### config.mk
export PLATFORM = sky130hd
export DESIGN_NAME = imem_resp_ctrl
export DESIGN_NICKNAME = d
export VERILOG_FILES = /design/src/rtl/imem_resp_ctrl.sv
export SDC_FILE = /design/constraint.sdc
export NUM_CORES = 1
export LEC_CHECK = 0
export ABC_AREA = 1
export BUFFER_PORTS_ARGS = -buffer_cell sky130_fd_sc_hd__buf_2
export CORE_MARGIN = 1
export CORE_UTILIZATION = 40
export DETAILED_ROUTE_END_ITERATION = 8
export GPL_ROUTABILITY_DRIVEN = 0
export PLACE_DENSITY = 0.73
export SYNTH_ARGS = -nofsm -noshare
export SYNTH_HDL_FRONTEND = slang
export SYNTH_SLANG_ARGS = --single-unit
### constraint.sdc
create_clock -name cpu_clk -period 1.4 [get_ports cpu_clk]
set_input_delay 0.07 -clock cpu_clk [delete_from_list [all_inputs] [get_ports cpu_clk]]
set_output_delay 0.07 -clock cpu_clk [all_outputs]
set_load 0.02 [all_outputs]
### src/rtl/imem_resp_ctrl.sv
`default_nettype none
// +------------------------------------------------------------------------+
// | imem_resp_ctrl                                                         |
// | Fetch responder: 1-cycle ITCM path (IMEM_ITCM_EN) and req/gnt/rvalid   |
// | instruction-bus FSM; responses made stale by a redirect are dropped.   |
// | Rev 1.0                                                                |
// +------------------------------------------------------------------------+
module imem_resp_ctrl #(
  parameter logic [31:0] ITCM_BASE      = 32'h0000_0000,
  parameter int          ITCM_SIZE_LOG2 = 16,
  parameter int          ITCM_AW        = 14
) (
  input  logic               cpu_clk,
  input  logic               cpu_rstn,
  input  logic [31:0]        next_pc,
  output logic               instr_read_data_valid,
  output logic [31:0]        instr_read_data,
  output logic               instr_access_fault,
  output logic               itcm_cs,
  output logic [ITCM_AW-1:0] itcm_addr,
  input  logic [31:0]        itcm_rdata,
  output logic               ibus_req,
  output logic [31:0]        ibus_addr,
  input  logic               ibus_gnt,
  input  logic               ibus_rvalid,
  input  logic [31:0]        ibus_rdata,
  input  logic               ibus_err
);

  typedef enum logic [1:0] {
    IDLE     = 2'd0,
    BUS_REQ  = 2'd1,
    BUS_WAIT = 2'd2
  } state_t;

  state_t      r_state;
  state_t      w_state_nxt;
  logic [31:2] r_req_addr;
  logic [31:0] r_bus_rdata;
  logic        r_bus_hit;
  logic        r_err_q;
  logic        r_stale;
  logic        w_stale_nxt;
  logic        w_accept;
  logic        w_itcm_hit;
  logic        w_redirect;
  logic        w_unused;

`ifdef IMEM_ITCM_EN
  logic r_itcm_pend;

  assign w_itcm_hit = (next_pc[31:ITCM_SIZE_LOG2] == ITCM_BASE[31:ITCM_SIZE_LOG2]);
  assign itcm_cs    = (r_state == IDLE) && w_itcm_hit;
  assign itcm_addr  = next_pc[ITCM_SIZE_LOG2-1:2];
  assign w_unused   = ^{next_pc[1:0], ITCM_BASE};

  always_ff @(posedge cpu_clk or negedge cpu_rstn) begin
    if (!cpu_rstn) begin
      r_itcm_pend <= 1'b0;
    end else begin
      r_itcm_pend <= itcm_cs;
    end
  end

  assign instr_read_data_valid = r_itcm_pend | r_bus_hit;
  assign instr_read_data       = r_itcm_pend ? itcm_rdata :
                                 (r_bus_hit ? r_bus_rdata : 32'h0);
`else
  assign w_itcm_hit = 1'b0;
  assign itcm_cs    = 1'b0;
  assign itcm_addr  = '0;
  assign w_unused   = ^{next_pc[1:0], itcm_rdata, ITCM_BASE, 32'(ITCM_SIZE_LOG2)};

  assign instr_read_data_valid = r_bus_hit;
  assign instr_read_data       = r_bus_hit ? r_bus_rdata : 32'h0;
`endif

  assign instr_access_fault = r_bus_hit & r_err_q;
  assign ibus_addr          = {r_req_addr, 2'b00};
  // Any change of the fetch word while a bus fetch is in flight is a redirect
  assign w_redirect         = (next_pc[31:2] != r_req_addr);

  always_comb begin
    w_state_nxt = r_state;
    w_stale_nxt = r_stale;
    w_accept    = 1'b0;
    ibus_req    = 1'b0;
    case (r_state)
      IDLE: begin
        if (!w_itcm_hit) begin
          w_state_nxt = BUS_REQ;
        end
      end
      BUS_REQ: begin
        ibus_req = 1'b1;
        if (w_redirect) begin
          w_stale_nxt = 1'b1;
        end
        if (ibus_gnt) begin
          w_state_nxt = BUS_WAIT;
        end
      end
      BUS_WAIT: begin
        if (w_redirect) begin
          w_stale_nxt = 1'b1;
        end
        if (ibus_rvalid) begin
          w_accept    = !r_stale && !w_redirect;
          w_stale_nxt = 1'b0;
          w_state_nxt = IDLE;
        end
      end
      default: begin
        w_state_nxt = IDLE;
      end
    endcase
  end

  always_ff @(posedge cpu_clk or negedge cpu_rstn) begin
    if (!cpu_rstn) begin
      r_state     <= IDLE;
      r_stale     <= 1'b0;
      r_req_addr  <= '0;
      r_bus_hit   <= 1'b0;
      r_bus_rdata <= 32'h0;
      r_err_q     <= 1'b0;
    end else begin
      r_state   <= w_state_nxt;
      r_stale   <= w_stale_nxt;
      r_bus_hit <= w_accept;
      if ((r_state == IDLE) && !w_itcm_hit) begin
        r_req_addr <= next_pc[31:2];
      end
      if (w_accept) begin
        r_bus_rdata <= ibus_rdata;
        r_err_q     <= ibus_err;
      end
    end
  end

endmodule
`default_nettype wire

Yosys cells after proc, flatten, opt, wreduce, memory -nomap -nowiden
Cells that the tools add are included.
{ "op_classes": {"n_eq_ne": 5, "n_mux": 10, "n_bitwise": 1, "reduce_logical": 6} }
{ "ops": {"columns": ["operator", "count"], "rows": [
  ["two-way mux 32 bit", 1],
  ["inequality test 30 bit", 1],
  ["one-hot mux 2 bit (3 select lines)", 1],
  ["two-way mux 1 bit", 5],
  ["two-way mux 2 bit", 2],
  ["inequality test 2 bit (second input constant)", 2],
  ["== test 2 x 1 -> 1 bit (second input constant)", 1],
  ["== test 2 bit (second input constant)", 1],
  ["logical NOT 1 bit", 2],
  ["logical NOT 2 bit", 1],
  ["one-hot mux 1 bit (2 select lines)", 1],
  ["AND reduction 2 bit", 1],
  ["nonzero test 2 bit", 1],
  ["bitwise AND 1 bit", 1],
  ["logical AND 1 bit", 1]
]} }
{ "word_totals": {"regBits": 67} }

Depth between registers and ports, before layout
{ "depth": {"word_depth": 5, "depth_mapped": 12, "mapped_depth_nobuf": 11} }

Worst setup path after synthesis
No wires, ideal clock.
{ "synth_path": {"path_kind": "reg2reg", "start": "register r_req_addr[6] (netlist name)", "end": "register r_bus_rdata[10]", "setup_ns": 0.116, "arrival_ns": 1.363, "path_slack_ns": -0.079, "stages_incl_launch_ff": 13, "synth_period_minus_slack_ns": 1.479, "cell_sequence": "dfrtp_1 inv_1 nand2_1 nand2_2 inv_1 nand2_1 nor2_1 nand2_1 nor2_1 nand3_2 buf_2 nand2_1 nand2_1"} }
{ "synth_via": {"elab_chain_len": 5} }
{ "synth_lines": {"columns": ["item", "line_no", "rtl"], "rows": [
  ["start: declaration", "38", "logic [31:2] r_req_addr;"],
  ["start signal: assignment", "132", "r_req_addr <= next_pc[31:2];"],
  ["inequality test 30 bit", "81", "assign w_redirect = (next_pc[31:2] != r_req_addr);"],
  ["logical NOT 1 bit", "108", "w_accept = !r_stale && !w_redirect;"],
  ["logical AND 1 bit", "108", null],
  ["two-way mux 1 bit", "107", "if (ibus_rvalid) begin"],
  ["two-way mux 1 bit", "88", "case (r_state)"],
  ["end signal: assignment", "135", "r_bus_rdata <= ibus_rdata;"],
  ["end: declaration", "39", "logic [31:0] r_bus_rdata;"]
]} }
No other way between the ends.
A chain may end at the register's enable or synchronous reset.

Final worst setup path
{ "layout_path": {"start": "register r_req_addr[24] (netlist name)", "end": "register r_bus_rdata[29]"} }
The elaborated chain is that of the path after synthesis.

==> impl_results.md <==
- Status: finished, violations left
- Failing checks: setup timing
- Avg Inst Size Synth: 6.69 sq um
- Worst slew pin tran: around 520 ps
- Layout cells sized above 1: about 30%
- Max clock buf depth: 2
- CTS tree: yes
- CP top delay family: simple AND/OR/NAND/NOR gates
- Avg WL per Cell: around 12 um
- Part of the cycle the worst path needs: 111%
- DP HPWL: roughly 6500 um
- Via density: 4.54
- Leak: 3.50 nW
- Largest cells by area after synthesis: dfrtp_1 (43%), nand2_1 (24%), inv_1 (11%)
- Clock slew at reported path FFs: roughly 80 ps
- ANT cells: 0
- Final net count: just under 900
- Library cells used by synthesis: 22
- Comb power frac: a little over two fifths
- Drt total wl: 10800 um
- Worst-path fanout max: 17
- Worst slew margin: roughly 65%
- Starting DRT DRC Count: approximately 140
- WP buf/inv: 2
- Worst path required time: between 1500 and 2000 ps
- Asr flop ratio synth: 100%
- Die X: 101 um
- Hold violation total from the final report: 0
- Critical Path End Type: flop
- Final Max Slew Viols: 0
- Total gr overflow: 0
- Clock power frac: about 23%
- Crit path arrival time: between 1500 and 2000 ps
- Port Buffer Count: about 130
- Critical-path top delay cell: dfrtp_2
- Clock Skew: 13.2 ps
- CTS buffer count: 9
- # IOs: 183
- Clock tree root buffer cell: clkbuf_8
- Starting Density: 41.6%
- Initial antenna violation count: 0
- Row count: 35
- RSZ-0062 raised after global routing: yes
- Register bit total from synthesis: 67
- Gate Count Post-Synth: roughly 580
- DRC violations left: 0
- Sw Ratio: between 40% and 50%
- Fillers: around 850
- VDD IR-drop max: 1.00 mV
- Kind of critical path: reg -> reg
- Die Ht: ~100 um
- Synth top area share: 43.2%
- CTS H-tree lvls: 3
- Leading area contributor after synthesis: dfrtp_1
- Most frequent cells after synthesis: nand2_1 (252), inv_1 (109), dfrtp_1 (67)
- Internal: 0.00514 W
- Most numerous cell on the critical path: nand2_1
- Max Cap Violations: 0
- TritonRoute pass-1 iters: 5
- Min-delay worst type: in -> reg
- Layout area overhead: 47.1%
- Seq pwr share: 33.3%
- ANT nets after route: 0
- Switching power: 0.00359 W
- Number of synthesized flops with an enable pin: 0
- Area of the core: roughly 9300 sq um
- Setup crit start kind: flop
- Clock sinks: 67
- Worst-Skew Late Latency: 340 ps
- DR vias: between 4000 and 5000
- Die footprint: 10100 sq um
- Synthesis Warnings: 0
- Crit-path max cell delay: 440 ps
- Final instance area: 5720 sq um
- Largest net degree at the start of global routing: 61
- Fin crit period: 1560 ps
- Vias in the first global route: around 4200
- Placed Area: between 4000 and 5000 sq um
- Setup violators final: 35
- Hold slack final: 54.0 ps
- Synth Flop Type: dfrtp_1
- PwrDens: between 1500 and 2000 nW/um^2
- Mapped Area: 3880 sq um
- First-pass GRT wire length: 17300 um
- Seq/Total Area, Yosys: between 40 and 50%
- Ordered list of cells on the worst path: inv_2 > nand2_1 > nand2_1 > nand2_1 > nor2_1 > nand2_1 > nor2_2 > nand3_4 > buf_12 > nand2_1 > nand2_1
- Most frequent cell after synthesis: nand2_1
- Max frequency: between 600 and 700 MHz
- Gr usage total: between 20% and 30%
- Setup slack after layout: -159 ps
## final timing paths
path,start,end,slack (ps),cells past startpoint
worst min register to register,r_bus_rdata[26],r_bus_rdata[26],470,2
max in group asynchronous,cpu_rstn,r_req_addr[18],640,3
worst max register to register,r_req_addr[24],r_bus_rdata[29],-160,11
min in group asynchronous,cpu_rstn,r_bus_rdata[17],290,3
worst max-delay path,r_req_addr[24],r_bus_rdata[29],-160,11
worst min-delay path,ibus_gnt,r_state[1],50,3
## state kept, by name (all words and copies together), names as in the netlist
name / count
r_err_q: 1
instr_read_data_valid: 1
r_state: 2
r_req_addr: 30
r_bus_rdata: 32
r_stale: 1
## metal layers
metal	vias up	track usage, %	part of all wire (%)	wire, um
met5	-	0	0	0
met3	21	5.06	6.7	722
met2	162	40.4	50	5390
met1	1909	23.2	41	4440
met4	0	6.91	2.0	215
li1	2075	-	-	-
## cells in the final DEF (no fill, tap or decap), drive strengths merged, types with 4 or more instances in the layout
master / count
o21ai: 32
dlygate4sd3: 64
nand2: 254
ha: 4
dfrtp: 67
nand3: 35
clkbuf: 11
a21oi: 5
nor2: 31
buf: 147
inv: 113
conb: 17
## repair_timing
item                                    CTS  global route
endpoints found under the setup margin   35            40
hold buffers                             64             0
hold endpoints to repair                130             0
gates cloned                              0             3
pin swaps                                 0             0
resized for setup                         2            20
setup buffers                             0             1
## cells by family (layout without fill, tap and decap cells)
family / Yosys count / after routing / synth area share [%]
AND/OR/NAND/NOR: 320 / 320 / 32.8
adder cells (fa/ha/maj): 4 / 4 / 1.29
flip-flops: 67 / 67 / 43.2
XOR/XNOR: 2 / 2 / 0.451
AO/OA/AOI/OAI: 38 / 38 / 4.96
buffers and inverters: 149 / 341 / 17.3
other: 1 / 17 / 0.0965
## worst min-delay path, delay by kind of cell
family          cells  cell delay, ps
buf+inv             1              80
compound gates      2             200
## power by group through the flow
stage	registers (W)	logic (W)	clock network, W
floorplan	0.00342	0.00183	0
global placement	0.00288	0.00339	0
global route	0.00297	0.00430	0.00213
detailed placement	0.00293	0.00350	0
finish	0.00290	0.00382	0.00201
CTS	0.00290	0.00365	0.00206
## through the flow
stage          setup slack [ps]  setup TNS [ps]  utilization (%)  power [W]  cells
4_1_cts                    -136           -3990             60.0    0.00861    914
3_3_place_gp              -93.0           -2950             50.4    0.00628    834
3_5_place_dp               -111           -3410             50.4    0.00643    834
2_1_floorplan             -24.7            -715                -    0.00525    597
5_1_grt                    -272           -8650             61.3    0.00941    918
6_report                   -159           -4430             61.3    0.00873    918
## cell type report
cell class	count	area [sq um]	area share [%]
repair buffers	213	1530	26.7
flip-flops and latches	67	1710	30.0
inverters	112	420	7.36
multi-input cells	381	1650	28.8
well taps	129	161	2.82
clock buffers	9	124	2.17
clock inverters	7	124	2.17
Power figures use the tool's default switching activity.
